File: src/rtl/mul_ctrl_pkg.sv
// Shared constants for the M-extension multiply controller: funct3 codes and FSM state encodings.
package mul_ctrl_pkg;

  localparam logic [2:0] MUL_OP_MUL    = 3'b000;
  localparam logic [2:0] MUL_OP_MULH   = 3'b001;
  localparam logic [2:0] MUL_OP_MULHSU = 3'b010;
  localparam logic [2:0] MUL_OP_MULHU  = 3'b011;

  localparam logic [1:0] ST_IDLE  = 2'd0;
  localparam logic [1:0] ST_BUSY  = 2'd1;
  localparam logic [1:0] ST_DRAIN = 2'd2;
  localparam logic [1:0] ST_DONE  = 2'd3;

  function automatic logic op_is_high(input logic [2:0] op);
    return (op == MUL_OP_MULH) || (op == MUL_OP_MULHSU) || (op == MUL_OP_MULHU);
  endfunction

endpackage

File: src/rtl/mul_res_fmt.sv
// Combinational product formatter: selects high/low half or sign-extends the 32-bit W-form result.
module mul_res_fmt
  import mul_ctrl_pkg::*;
#(
  parameter int XLEN = 64
) (
  input  logic [2:0]        op,
  input  logic              word,
  input  logic [2*XLEN-1:0] prod,
  output logic [XLEN-1:0]   res
);

  always_comb begin
    res = prod[XLEN-1:0];
    if (op_is_high(op))
      res = prod[2*XLEN-1:XLEN];
    else if (word)
      res = {{(XLEN-32){prod[31]}}, prod[31:0]};
  end

endmodule

File: src/rtl/mul_ctrl.sv
// Sequencer for the iterative radix-4 Booth multiplier: latches one op, holds mul_valid until
// mul_ready, formats the product. Optional last-result cache under `MUL_RESULT_CACHE_EN`.
module mul_ctrl
  import mul_ctrl_pkg::*;
#(
  parameter int XLEN = 64
) (
  input  logic              clk,
  input  logic              rst,
  input  logic              in_valid,
  output logic              in_ready,
  input  logic [2:0]        in_op,
  input  logic              in_word,
  input  logic [XLEN-1:0]   in_rs1,
  input  logic [XLEN-1:0]   in_rs2,
  input  logic              flush,
  output logic              out_valid,
  input  logic              out_ready,
  output logic [XLEN-1:0]   out_data,
  output logic              busy,
  output logic              mul_valid,
  output logic              mul_rs1_sign,
  output logic              mul_rs2_sign,
  output logic [XLEN-1:0]   mul_rs1_data,
  output logic [XLEN-1:0]   mul_rs2_data,
  input  logic              mul_ready,
  input  logic [2*XLEN-1:0] mul_result
);

  logic [1:0]        state;
  logic [XLEN-1:0]   rs1_q, rs2_q, out_q;
  logic              s1_q, s2_q, word_q;
  logic [2:0]        op_q;
  logic              accept, in_s1, in_s2, hit;
  logic [2:0]        fmt_op;
  logic              fmt_word;
  logic [2*XLEN-1:0] fmt_prod;
  logic [XLEN-1:0]   fmt_res;

  assign accept = in_valid & in_ready & ~flush;
  // Low product bits do not depend on signedness, so MUL/MULW/MULHU all run unsigned.
  assign in_s1  = ((in_op == MUL_OP_MULH) || (in_op == MUL_OP_MULHSU)) & in_rs1[XLEN-1];
  assign in_s2  = (in_op == MUL_OP_MULH) & in_rs2[XLEN-1];

`ifdef MUL_RESULT_CACHE_EN
  logic              c_vld, c_s1, c_s2;
  logic [XLEN-1:0]   c_rs1, c_rs2;
  logic [2*XLEN-1:0] c_prod;

  assign hit      = c_vld & (c_s1 == in_s1) & (c_s2 == in_s2) & (c_rs1 == in_rs1) & (c_rs2 == in_rs2);
  assign fmt_prod = (state == ST_IDLE) ? c_prod : mul_result;

  // Any flush invalidates the entry; a killed op must not seed a later hit.
  always_ff @(posedge clk) begin
    if (rst) begin
      c_vld  <= 1'b0;
      c_s1   <= 1'b0;
      c_s2   <= 1'b0;
      c_rs1  <= '0;
      c_rs2  <= '0;
      c_prod <= '0;
    end else if (flush) begin
      c_vld <= 1'b0;
    end else if (state == ST_BUSY && mul_ready) begin
      c_vld  <= 1'b1;
      c_s1   <= s1_q;
      c_s2   <= s2_q;
      c_rs1  <= rs1_q;
      c_rs2  <= rs2_q;
      c_prod <= mul_result;
    end
  end
`else
  assign hit      = 1'b0;
  assign fmt_prod = mul_result;
`endif

  // IDLE formats a cache hit from the incoming op; BUSY formats the live product.
  assign fmt_op   = (state == ST_IDLE) ? in_op : op_q;
  assign fmt_word = (state == ST_IDLE) ? in_word : word_q;

  mul_res_fmt #(.XLEN(XLEN)) u_fmt (
    .op   (fmt_op),
    .word (fmt_word),
    .prod (fmt_prod),
    .res  (fmt_res)
  );

  always_ff @(posedge clk) begin
    if (rst) begin
      state  <= ST_IDLE;
      rs1_q  <= '0;
      rs2_q  <= '0;
      s1_q   <= 1'b0;
      s2_q   <= 1'b0;
      op_q   <= 3'b000;
      word_q <= 1'b0;
      out_q  <= '0;
    end else begin
      case (state)
        ST_IDLE: if (accept) begin
          rs1_q  <= in_rs1;
          rs2_q  <= in_rs2;
          s1_q   <= in_s1;
          s2_q   <= in_s2;
          op_q   <= in_op;
          word_q <= in_word;
          if (hit) begin
            out_q <= fmt_res;
            state <= ST_DONE;
          end else begin
            state <= ST_BUSY;
          end
        end
        // mul_valid stays up through the mul_ready cycle so the multiplier clears its counter.
        ST_BUSY: begin
          if (mul_ready && flush) begin
            state <= ST_IDLE;
          end else if (mul_ready) begin
            out_q <= fmt_res;
            state <= ST_DONE;
          end else if (flush) begin
            state <= ST_DRAIN;
          end
        end
        ST_DRAIN: if (mul_ready) state <= ST_IDLE;
        ST_DONE:  if (flush || out_ready) state <= ST_IDLE;
        default:  state <= ST_IDLE;
      endcase
    end
  end

  assign in_ready     = (state == ST_IDLE);
  assign out_valid    = (state == ST_DONE);
  assign busy         = (state != ST_IDLE);
  assign mul_valid    = (state == ST_BUSY) || (state == ST_DRAIN);
  assign out_data     = out_q;
  assign mul_rs1_sign = s1_q;
  assign mul_rs2_sign = s2_q;
  assign mul_rs1_data = rs1_q;
  assign mul_rs2_data = rs2_q;

endmodule
File: config.mk
export PLATFORM = sky130hd
export DESIGN_NAME = mul_ctrl
export DESIGN_NICKNAME = d
export VERILOG_FILES = /design/src/rtl/mul_ctrl_pkg.sv /design/src/rtl/mul_res_fmt.sv /design/src/rtl/mul_ctrl.sv
export SDC_FILE = /design/constraint.sdc
export NUM_CORES = 1
export LEC_CHECK = 0
export BUFFER_PORTS_ARGS = -buffer_cell sky130_fd_sc_hd__buf_2
export CORE_AREA = 5 5 176 178
export CTS_CLUSTER_SIZE = 8
export DETAILED_ROUTE_END_ITERATION = 12
export DIE_AREA = 0 0 181 183
export SLEW_MARGIN = 40
export SYNTH_ARGS = -nofsm -noshare
export SYNTH_HDL_FRONTEND = slang
export SYNTH_SLANG_ARGS = --single-unit
File: constraint.sdc
create_clock -name clk -period 2.3 [get_ports clk]
set_input_delay 0.46 -clock clk [delete_from_list [all_inputs] [get_ports clk]]
set_output_delay 0.46 -clock clk [all_outputs]
set_load 0.1 [all_outputs]
==> impl_metrics.ini <==
[timing]
setup_viol = 0
post-route-period-util_pct = 92.9
period_needed_ps = 2140
skew_ps = 13.5
final.setup.tns_ps = 0
relSlewSlack_pct = 62.5
max_freq_ghz = 0.468
hold_viol = 0
fin_ws_ps = 164
slew_viol_final = 0
rsz0062_at_grt = no
tightest_slew_ps = 567

[clock_network]
clock_path_buffers = 2
h-tree-depth = 4
cts_buffers = 17
cts-root-buf = clkbuf_16
hold_buffers = 0
cts_tree = done
cts.sinks = 200
worstSkewPairLatency_ps = 440
path_clk_slew_ps = 90

[worst_setup_path]
cp_max_fo = 6
worstSetupEndpointType = output pin
crit_required_ps = 1840
path_class = flip-flop to output pin
cp.arrival_ps = 1680
start_kind = flip-flop

[placement]
place_ws_ps = 241
hpwl_um = 20900
io_buffers = 463
globalplace.congestion = 0.907

[final_layout]
syn_to_final_growth_pct = 44.7
fin_nets = 1665
drive_gt1_share_pct = 39.2
utilization_pct = 38.1
fill_cells = 3105

[route]
wl_met1_um = 12000
wl_met3_um = 2210
drc = 0
firstDrtPassIters = 4
top_layer = met4
routedWlPerCell_um = 15.8
vias_per_cell = 4.51
wl_met2_um = 13600
drt_iter0_markers = 404
vias = 8113
ant_nets = 0
wirelength_um = 28400

[global_routing]
grt_antenna_before_repair = 1
grt_pass1_vias = 7837
gr-total-overflow = 0
grt_max_degree = 113
grt_usage_pct = 16.2
grt_pass1_wl_um = 43500

[yosys]
yosys.cell_types.count = 35
netlist_instances = 971
synth_seq_cells = 200
syn_area_um2 = 7700
ys_seq_area_share_pct = 52.0
synthesis.nets = 1241
synth_warnings = 0
syn_area_per_cell_um2 = 7.93

[floorplan]
start_util_pct = 26.3
die_h_um = 183
die_area_um2 = 33100
fp.dieW_um = 181
rows = 63
core_area_um2 = 29200
pin_count = 464

[run_status]
status = completed

[power]
leakage_uw = 0.00510
max-vdd-ir-drop_uv = 478
power_density_nw_per_um2 = 896

[min_path]
hp-class = primary input to flip-flop

[run]
maxCapViolCount = 0
-- where the power goes --
| part | leakage, uW | switching (uW) | total [uW] | internal (uW) |
|---|---|---|---|---|
| sequential | 0.00163 | 100 | 3770 | 3670 |
| clock | 0.000293 | 1520 | 3180 | 1660 |
| combinational | 0.00318 | 2330 | 3040 | 703 |
| total | 0.00510 | 3950 | 9980 | 6030 |
-- final cells by class --
cell class	instances	area [um2]	area share (%)
clock inverter	14	183	1.64
timing repair buffer	482	2620	23.5
antenna	2	5.00	0.0449
multi-input combinational	691	3410	30.6
tap	390	488	4.38
sequential	200	4000	35.9
clock buffer	17	425	3.82
inverter	3	11.3	0.101
-- through the flow --
stage	total power [uW]	instance area [um2]	std cells	hold slack, ps
2_1_floorplan	6150	7720	971	431
3_3_place_gp	6870	10500	1766	431
3_5_place_dp	6900	10500	1766	435
4_1_cts	10100	11100	1797	217
5_1_grt	10400	11100	1798	231
6_report	9980	11100	1799	244
-- cell usage after synthesis --
cell | count | area (um2)
xnor2_1 | 1 | 8.76
buf_2 | 3 | 15.0
a21boi_1 | 2 | 15.0
a211oi_1 | 1 | 7.51
nor2_1 | 37 | 139
buf_6 | 1 | 11.3
a21oi_1 | 135 | 676
nand2_1 | 363 | 1360
o21ai_1 | 34 | 170
or2_1 | 1 | 6.26
and3b_1 | 1 | 8.76
o21ai_0 | 30 | 150
nor2b_1 | 3 | 18.8
a22oi_2 | 1 | 12.5
nor4bb_1 | 1 | 10.0
buf_4 | 3 | 22.5
a22o_1 | 1 | 8.76
mux2i_1 | 2 | 20.0
nand3b_1 | 1 | 7.51
inv_2 | 1 | 3.75
a21boi_2 | 30 | 338
buf_1 | 7 | 26.3
nor4_1 | 1 | 6.26
clkbuf_1 | 63 | 236
dfxtp_1 | 200 | 4000
a311oi_1 | 32 | 280
inv_1 | 2 | 7.51
a222oi_1 | 1 | 10.0
mux2_4 | 1 | 15.0
nand2b_1 | 4 | 25.0
nand3_1 | 1 | 5.00
a211o_1 | 1 | 8.76
ha_1 | 4 | 50.1
nor4b_1 | 1 | 8.76
or2_2 | 1 | 6.26
-- sequential cells by signal, summed over array words and instances (netlist names) --
signal / count
word_q: 1
op_q: 3
mul_rs1_sign: 1
mul_rs2_sign: 1
mul_rs1_data: 64
mul_rs2_data: 64
out_data: 64
state: 2
-- critical path: stages, from the launching register on --
cell and delay [ps]:
dfxtp_1 370, inv_1 110, ha_4 200, buf_4 160
inv_2 100, buf_4 300
-- what timing repair did --
item | 4_1_cts | 5_1_grt
endpoints found under the setup margin | 1 | 0
gates resized for setup | 1 | 0
buffers inserted | 0 | 0
-- logic make-up (layout without fill, tap and decap cells) --
| logic type | count (synthesis) | in the layout | synth area share [%] |
|---|---|---|---|
| simple gates | 415 | 415 | 20.8 |
| compound gates | 268 | 268 | 21.8 |
| flops | 200 | 200 | 52.0 |
| buf+inv | 80 | 516 | 4.19 |
| fa+ha+maj | 4 | 4 | 0.650 |
| mux | 3 | 3 | 0.455 |
| xor+xnor | 1 | 1 | 0.114 |
| other cells | 0 | 2 | 0 |
-- cells in the final DEF, fill, tap and decap left out, types with 2 or more instances in the layout --
master / n
a21boi_1: 2
a21boi_2: 30
a21oi_1: 135
a311oi_1: 32
buf_12: 12
buf_2: 461
buf_4: 8
bufinv_16: 2
clkbuf_16: 17
clkinvlp_4: 2
dfxtp_1: 200
diode_2: 2
ha_1: 3
inv_1: 2
inv_6: 3
inv_8: 5
nand2_1: 363
nand2b_1: 4
nor2_1: 35
nor2b_1: 3
o21ai_0: 30
o21ai_1: 34
-- worst paths after layout --
check / start / end / slack, ps / cells past startpoint
setup reg to reg: state[0] / out_data[47] / 240 / 7
setup / recovery: state[0] / busy / 160 / 5
hold reg to reg: out_data[53] / out_data[53] / 440 / 2
hold / removal: in_rs2[9] / mul_rs2_data[9] / 240 / 3
-- per-layer routing --
metal	up-vias	track usage, %
li1	4063	-
met1	3720	20.1
met2	293	26.7
met3	37	5.10
met4	0	5.73
met5	-	0
(Power assumes the default switching activity.)
